**config.mk**
```make
export PLATFORM = sky130hd
export DESIGN_NAME = flog_pack
export DESIGN_NICKNAME = d
export VERILOG_FILES = /design/src/rtl/flog_pkg.sv /design/src/rtl/flog_pack.sv
export SDC_FILE = /design/constraint.sdc
export NUM_CORES = 1
export LEC_CHECK = 0
export ABC_AREA = 1
export BUFFER_PORTS_ARGS = -buffer_cell sky130_fd_sc_hd__buf_2
export CAP_MARGIN = 0
export CORE_MARGIN = 4
export CORE_UTILIZATION = 28
export CTS_CLUSTER_SIZE = 25
export DETAILED_ROUTE_END_ITERATION = 7
export PLACE_DENSITY = 0.57
export RECOVER_POWER = 25
export SETUP_SLACK_MARGIN = 0.3
export SLEW_MARGIN = 20
export SYNTH_ARGS = -nofsm -noshare
export SYNTH_HDL_FRONTEND = slang
export SYNTH_SLANG_ARGS = --single-unit
```
**constraint.sdc**
```tcl
create_clock -name clk -period 5.5 [get_ports clk]
set_clock_uncertainty 0.15 [all_clocks]
set_input_delay 1.375 -clock clk [delete_from_list [all_inputs] [get_ports clk]]
set_output_delay 1.375 -clock clk [all_outputs]
set_load 0.01 [all_outputs]
```
**src/rtl/flog_pkg.sv**
```systemverilog
// Shared types and constants for the bfloat16 log2 packer.
package flog_pkg;

  localparam int EXP_BIAS = 127;

  localparam logic [15:0] QNAN    = 16'h7FC0;
  localparam logic [15:0] NEG_INF = 16'hFF80;
  localparam logic [15:0] POS_INF = 16'h7F80;

  typedef enum logic [2:0] {
    IDLE,
    CONV,
    NORM,
    ROUND,
    DONE
  } state_t;

endpackage

```
**src/rtl/flog_pack.sv**
```systemverilog
// Packs exponent + fractional log2 into a bfloat16 log2(x); define FLOG_RNE_EN for round-to-nearest-even.
// Latency: 2 edges for specials/zero, s+3 edges for normal operands (s = normalisation shifts).
// No backpressure: in_valid is only sampled in IDLE; out_valid is a one-cycle pulse, busy marks non-IDLE.
module flog_pack #(
  parameter int EXP_BIAS   = flog_pkg::EXP_BIAS,
  parameter int FRAC_WIDTH = 7
) (
  input  logic                  clk,
  input  logic                  rst,
  input  logic                  in_valid,
  input  logic [7:0]            exp_in,
  input  logic [FRAC_WIDTH-1:0] frac_log,
  input  logic                  is_nan,
  input  logic                  is_zero,
  input  logic                  is_inf,
  input  logic                  is_neg,
  output logic [15:0]           result,
  output logic                  out_valid,
  output logic                  busy
);

  import flog_pkg::*;

  state_t                state;
  logic [7:0]            exp_q;
  logic [FRAC_WIDTH-1:0] frac_q;
  logic                  nan_q, zero_q, inf_q, neg_q;
  logic                  sign;
  logic [15:0]           mag;
  logic [3:0]            s;

  logic [15:0] v;
  logic [15:0] v_abs;
  logic [7:0]  round_exp;

  // Signed Q9.7: unbiased exponent as the integer part, log2 fraction below it.
  assign v         = (({8'h00, exp_q} - 16'(EXP_BIAS)) << FRAC_WIDTH) | 16'(frac_q);
  assign v_abs     = v[15] ? (16'd0 - v) : v;
  assign round_exp = 8'd135 - {4'd0, s};

  always_ff @(posedge clk) begin
    if (rst) begin
      state     <= IDLE;
      result    <= 16'h0000;
      out_valid <= 1'b0;
      busy      <= 1'b0;
      s         <= 4'd0;
      mag       <= 16'h0000;
      sign      <= 1'b0;
      exp_q     <= 8'h00;
      frac_q    <= '0;
      nan_q     <= 1'b0;
      zero_q    <= 1'b0;
      inf_q     <= 1'b0;
      neg_q     <= 1'b0;
    end else begin
      out_valid <= 1'b0;
      case (state)
        IDLE: begin
          if (in_valid) begin
            exp_q  <= exp_in;
            frac_q <= frac_log;
            nan_q  <= is_nan;
            zero_q <= is_zero;
            inf_q  <= is_inf;
            neg_q  <= is_neg;
            busy   <= 1'b1;
            state  <= CONV;
          end
        end
        CONV: begin
          s <= 4'd0;
          if (nan_q) begin
            result <= QNAN;
            state  <= DONE;
          end else if (zero_q) begin
            result <= NEG_INF;
            state  <= DONE;
          end else if (neg_q) begin
            result <= QNAN;
            state  <= DONE;
          end else if (inf_q) begin
            result <= POS_INF;
            state  <= DONE;
          end else if (v == 16'h0000) begin
            result <= 16'h0000;
            state  <= DONE;
          end else begin
            sign  <= v[15];
            mag   <= v_abs;
            state <= NORM;
          end
        end
        NORM: begin
          // The shift that brings the leading one to bit 15 also leaves NORM,
          // so the exit test looks one bit ahead.
          if (mag[15] || s == 4'd15) begin
            state <= ROUND;
          end else begin
            mag <= mag << 1;
            s   <= s + 4'd1;
            if (mag[14] || s == 4'd14) state <= ROUND;
          end
        end
        ROUND: begin
`ifdef FLOG_RNE_EN
          if (mag[7] && ((|mag[6:0]) || mag[8])) begin
            if (&mag[14:8]) result <= {sign, round_exp + 8'd1, 7'd0};
            else            result <= {sign, round_exp, mag[14:8] + 7'd1};
          end else begin
            result <= {sign, round_exp, mag[14:8]};
          end
`else
          result <= {sign, round_exp, mag[14:8]};
`endif
          state <= DONE;
        end
        DONE: begin
          out_valid <= 1'b1;
          busy      <= 1'b0;
          state     <= IDLE;
        end
        default: state <= IDLE;
      endcase
    end
  end

endmodule

```
# Word level (Yosys, flattened, before mapping)
# Cells that the tools add are included.
# W data, S select, Z words.
# op_classes
n_mul	0
shifts	0
bitwise_logic	6
addsub	4
reduce_logical	14
div	0
n_eq_ne	15
n_lt_le_gt_ge	0
mux	28
# ops
operator	n
$mux W16	12
$pmux W16 S2	2
$mux W3	8
$logic_not A16 Y1	1
$or A16 B7 Y16	1
$sub A1 B16 Y16 const A	1
$ne A2 B2 Y1 const B	7
$pmux W3 S4	1
$reduce_and A2 Y1	5
$sub A8 B7 Y9 const B	1
$eq A4 B4 Y1 const B	2
$pmux W4 S2	1
$sub A8 B4 Y8 const A	1
$reduce_and A7 Y1	1
$eq A3 B2 Y1 const B	2
$ne A6 B6 Y1 const B	1
$reduce_and A6 Y1	1
$reduce_bool A2 Y1	3
$not A1 Y1	5
$add A4 B1 Y4 const B	1
$mux W4	1
$eq A3 B1 Y1 const B	1
$eq A3 B3 Y1 const B	1
$logic_not A3 Y1	1
other kinds (4)	6
# word_totals
romBits	0
memories	0
ff_bits	61
out_inout_bits	18
ramBits	0
latchBits	0
inputBits	22

# Logic depth before layout (Yosys ltp)
# depth
word_depth	10
depth_mapped	14

# Worst setup path before layout
# Ideal clock, no wire load.
# synth_timing
path_kind	input-to-reg
start	input port in_valid
end	register exp_q[0]
path_stages	4
arrival_ns	2.065
setup_slack_ns	3.157
cell_sequence	nand3_1 -> clkbuf_1 -> clkbuf_1 -> a21oi_1
# synth_via
elab_chain_cells	1
# synth_lines
element	line_no	rtl
start: declaration	flog_pack.sv:10	input logic in_valid,
$reduce_and A2 Y1 (no line)	--	
end signal: assignment	flog_pack.sv:61	exp_q <= exp_in;
end: declaration	flog_pack.sv:25	logic [7:0] exp_q;
# No other way between the ends.
# A chain may end at the register's enable or synchronous reset.

==> flow_metrics.env <==
export IMPL_wl_um=6840
export IMPL_max_freq_ghz=0.290
export IMPL_syn_nets=455
export IMPL_async_flop_share_pct=0
export IMPL_postCtsHoldBufs=0
export IMPL_required_ns=5.52
export IMPL_viasPerCell=4.48
export IMPL_die_h_um=111
export IMPL_hp_class="reg -> reg"
export IMPL_cts_buffers=9
export IMPL_setup_viol=0
export IMPL_syn_avg_cell_area_sq_um=6.95
export IMPL_fin_crit_ns=3.45
export IMPL_layout_setup_ws_ns=2.05
export IMPL_netlist_instances=428
export IMPL_pre_cts_ws_ns=2.38
export IMPL_area_growth_pct=15.3
export IMPL_tns_ns=0
export IMPL_yosys_warnings=0
export IMPL_firstDrtPassIters=4
export IMPL_grt_pass1_vias=2427
export IMPL_antenna_cells=0
export IMPL_path_class="in -> reg"
export IMPL_drive_above_1_share_pct=14.0
export IMPL_cts_tree="built"
export IMPL_clk_pin_slew_ns=0.07
export IMPL_clock_sinks=58
export IMPL_cts_setup_buffers=0
export IMPL_pin_count=40
export IMPL_status="finished, final reports clean"
export IMPL_gp_congestion=0.754
export IMPL_grt_usage_pct=11.2
export IMPL_fin_hold_ws_ns=0.304
export IMPL_seq_area_frac_synth_pct=39.0
export IMPL_drc=0
export IMPL_wl_per_cell_um=11.4
export IMPL_fin_nets=487
export IMPL_hold_viol_final=0
export IMPL_synth_area_sq_mm=0.00298
export IMPL_synth_cell_types=36
export IMPL_rsz0062_at_grt="no"
export IMPL_portBuffers=39
export IMPL_synth_area_top_cells="dfxtp_1 39%, nand2_1 11%, nor2_1 7.8%"
export IMPL_peakVddDrop_v=0.000144
export IMPL_synth_top_area_share_pct=39.0
export IMPL_cp_start_kind="primary input"
export IMPL_antenna_found_initial=0
export IMPL_die_area_sq_mm=0.0123
export IMPL_grt_overflow=0
export IMPL_report_final_slew_viol_count=0
export IMPL_worst_pin_slew_ns=1.40
export IMPL_clock_tree_buffer_depth=2
export IMPL_vias=2687
export IMPL_clkLatencyLatePin_ns=0.33
export IMPL_ys_ff_latch=58
export IMPL_fin_crit_sh_pct=62.7
export IMPL_yosys_most_used_dff="dfxtp_1"
export IMPL_placementRows=37
export IMPL_fillers=1150
export IMPL_die_w_um=111
export IMPL_leakage_nw=1.41
export IMPL_slew_limit_headroom_pct=6.45
export IMPL_cts_resized=0
export IMPL_drtAntennaViolNets=0
export IMPL_yosys_area_top_type="dfxtp_1"
export IMPL_arrival_ns=3.47
export IMPL_dp_hpwl_um=4870
export IMPL_cts_htree_levels=3
export IMPL_worstPathMaxFanout=42
export IMPL_start_util_pct=28.8
export IMPL_drtIter0Drc=144
export IMPL_drv_cap=0
export IMPL_grt_max_degree=43
export IMPL_root_buffer="clkbuf_8"
export IMPL_synth_edf_count=0
export IMPL_coreArea_sq_mm=0.0103
export IMPL_power_density_mw_per_mm2=449
export IMPL_grt_pass1_wl_um=11500
export IMPL_end_kind="flip-flop"
==> registers in the layout, summed over array words and instances, names as in the netlist <==
name	flops
busy	1
exp_q	8
frac_q	7
inf_q	1
mag	16
nan_q	1
neg_q	1
out_valid	1
result	13
s	4
sign	1
state	3
zero_q	1
==> where the power goes <==
part	switching (W)	internal (W)
clock	0.000174	0.000252
sequential	0.0000744	0.000519
combinational	0.000342	0.000177
total	0.000591	0.000948
==> worst max-delay path, stage by stage <==
cell	delay, ns
clkbuf_1	0.56
clkinv_1	1.07
o21ai_0	0.38
a21oi_1	0.07
==> kinds of logic after synthesis <==
family                     share of synthesized area [%]
xor gates and xnor gates                           0.547
and+or+nand+nor                                     30.4
buffers and inverters                               9.25
DFF                                                 39.0
adders and majority gates                           2.10
AOI/OAI and AO/OA                                   18.6
==> cells in the final DEF, fill, tap and decap left out, types with 2 or more instances in the layout <==
master / count
nand4_1: 2
dfxtp_1: 58
buf_2: 24
o21ai_1: 5
nand2_2: 6
bufinv_16: 2
nand3_1: 26
nand2_1: 86
a21oi_4: 2
a21oi_2: 3
nor3_1: 7
nor2_1: 62
inv_2: 3
o211ai_1: 2
nor2_4: 3
nand2_4: 4
o21ai_0: 44
clkbuf_1: 18
inv_1: 37
clkinvlp_4: 2
ha_1: 5
a21oi_1: 39
clkbuf_8: 9
==> per-layer routing <==
| metal | up-vias | wire (um) | track usage, % |
|---|---|---|---|
| met1 | 1177 | 3380 | 14.9 |
| met3 | 11 | 314 | 3.60 |
| met4 | 0 | 96 | 2.92 |
| met5 | - | 0 | 0 |
| li1 | 1449 | - | - |
| met2 | 50 | 3040 | 17.4 |
==> path summary, 6_finish.rpt <==
| check | start | end | slack (ns) | depth (start not counted) |
|---|---|---|---|---|
| worst min-delay path | inf_q | inf_q | 0.30 | 2 |
| worst max-delay path | rst | exp_q[0] | 2.05 | 4 |
| worst min register to register | inf_q | inf_q | 0.30 | 2 |
| worst max register to register | state[2] | mag[9] | 2.62 | 11 |
==> cell type report <==
cell class / count / area [sq um] / share of cell area (%)
multi-input combinational: 307 / 1540 / 44.9
sequential: 58 / 1160 / 33.9
timing repair buffer: 42 / 191 / 5.58
tap: 136 / 170 / 4.96
inverter: 42 / 160 / 4.67
clock buffer: 10 / 128 / 3.72
clock inverter: 5 / 80.1 / 2.33
==> through the flow <==
stage               util, %  std cells  area, sq um  total power, W
global route           33.2        600         3430         0.00166
finish                 33.2        600         3430         0.00154
floorplan                 -        428         2980         0.00102
global placement       31.5        585         3250         0.00112
detailed placement     31.5        585         3250         0.00113
CTS                    33.5        600         3460         0.00156
==> synth_stat cells (3+ instances only) <==
cell type	n
clkbuf_1	12
nor2_1	62
o21ai_0	44
dfxtp_1	58
nor3_1	7
buf_4	4
inv_2	3
nand2_2	6
nor2_4	3
nand2_4	4
o21ai_1	5
a21oi_1	39
a21oi_2	3
nand3_1	26
ha_1	5
nand2_1	86
inv_1	38
Note: power is estimated with default switching activity, not from simulation.
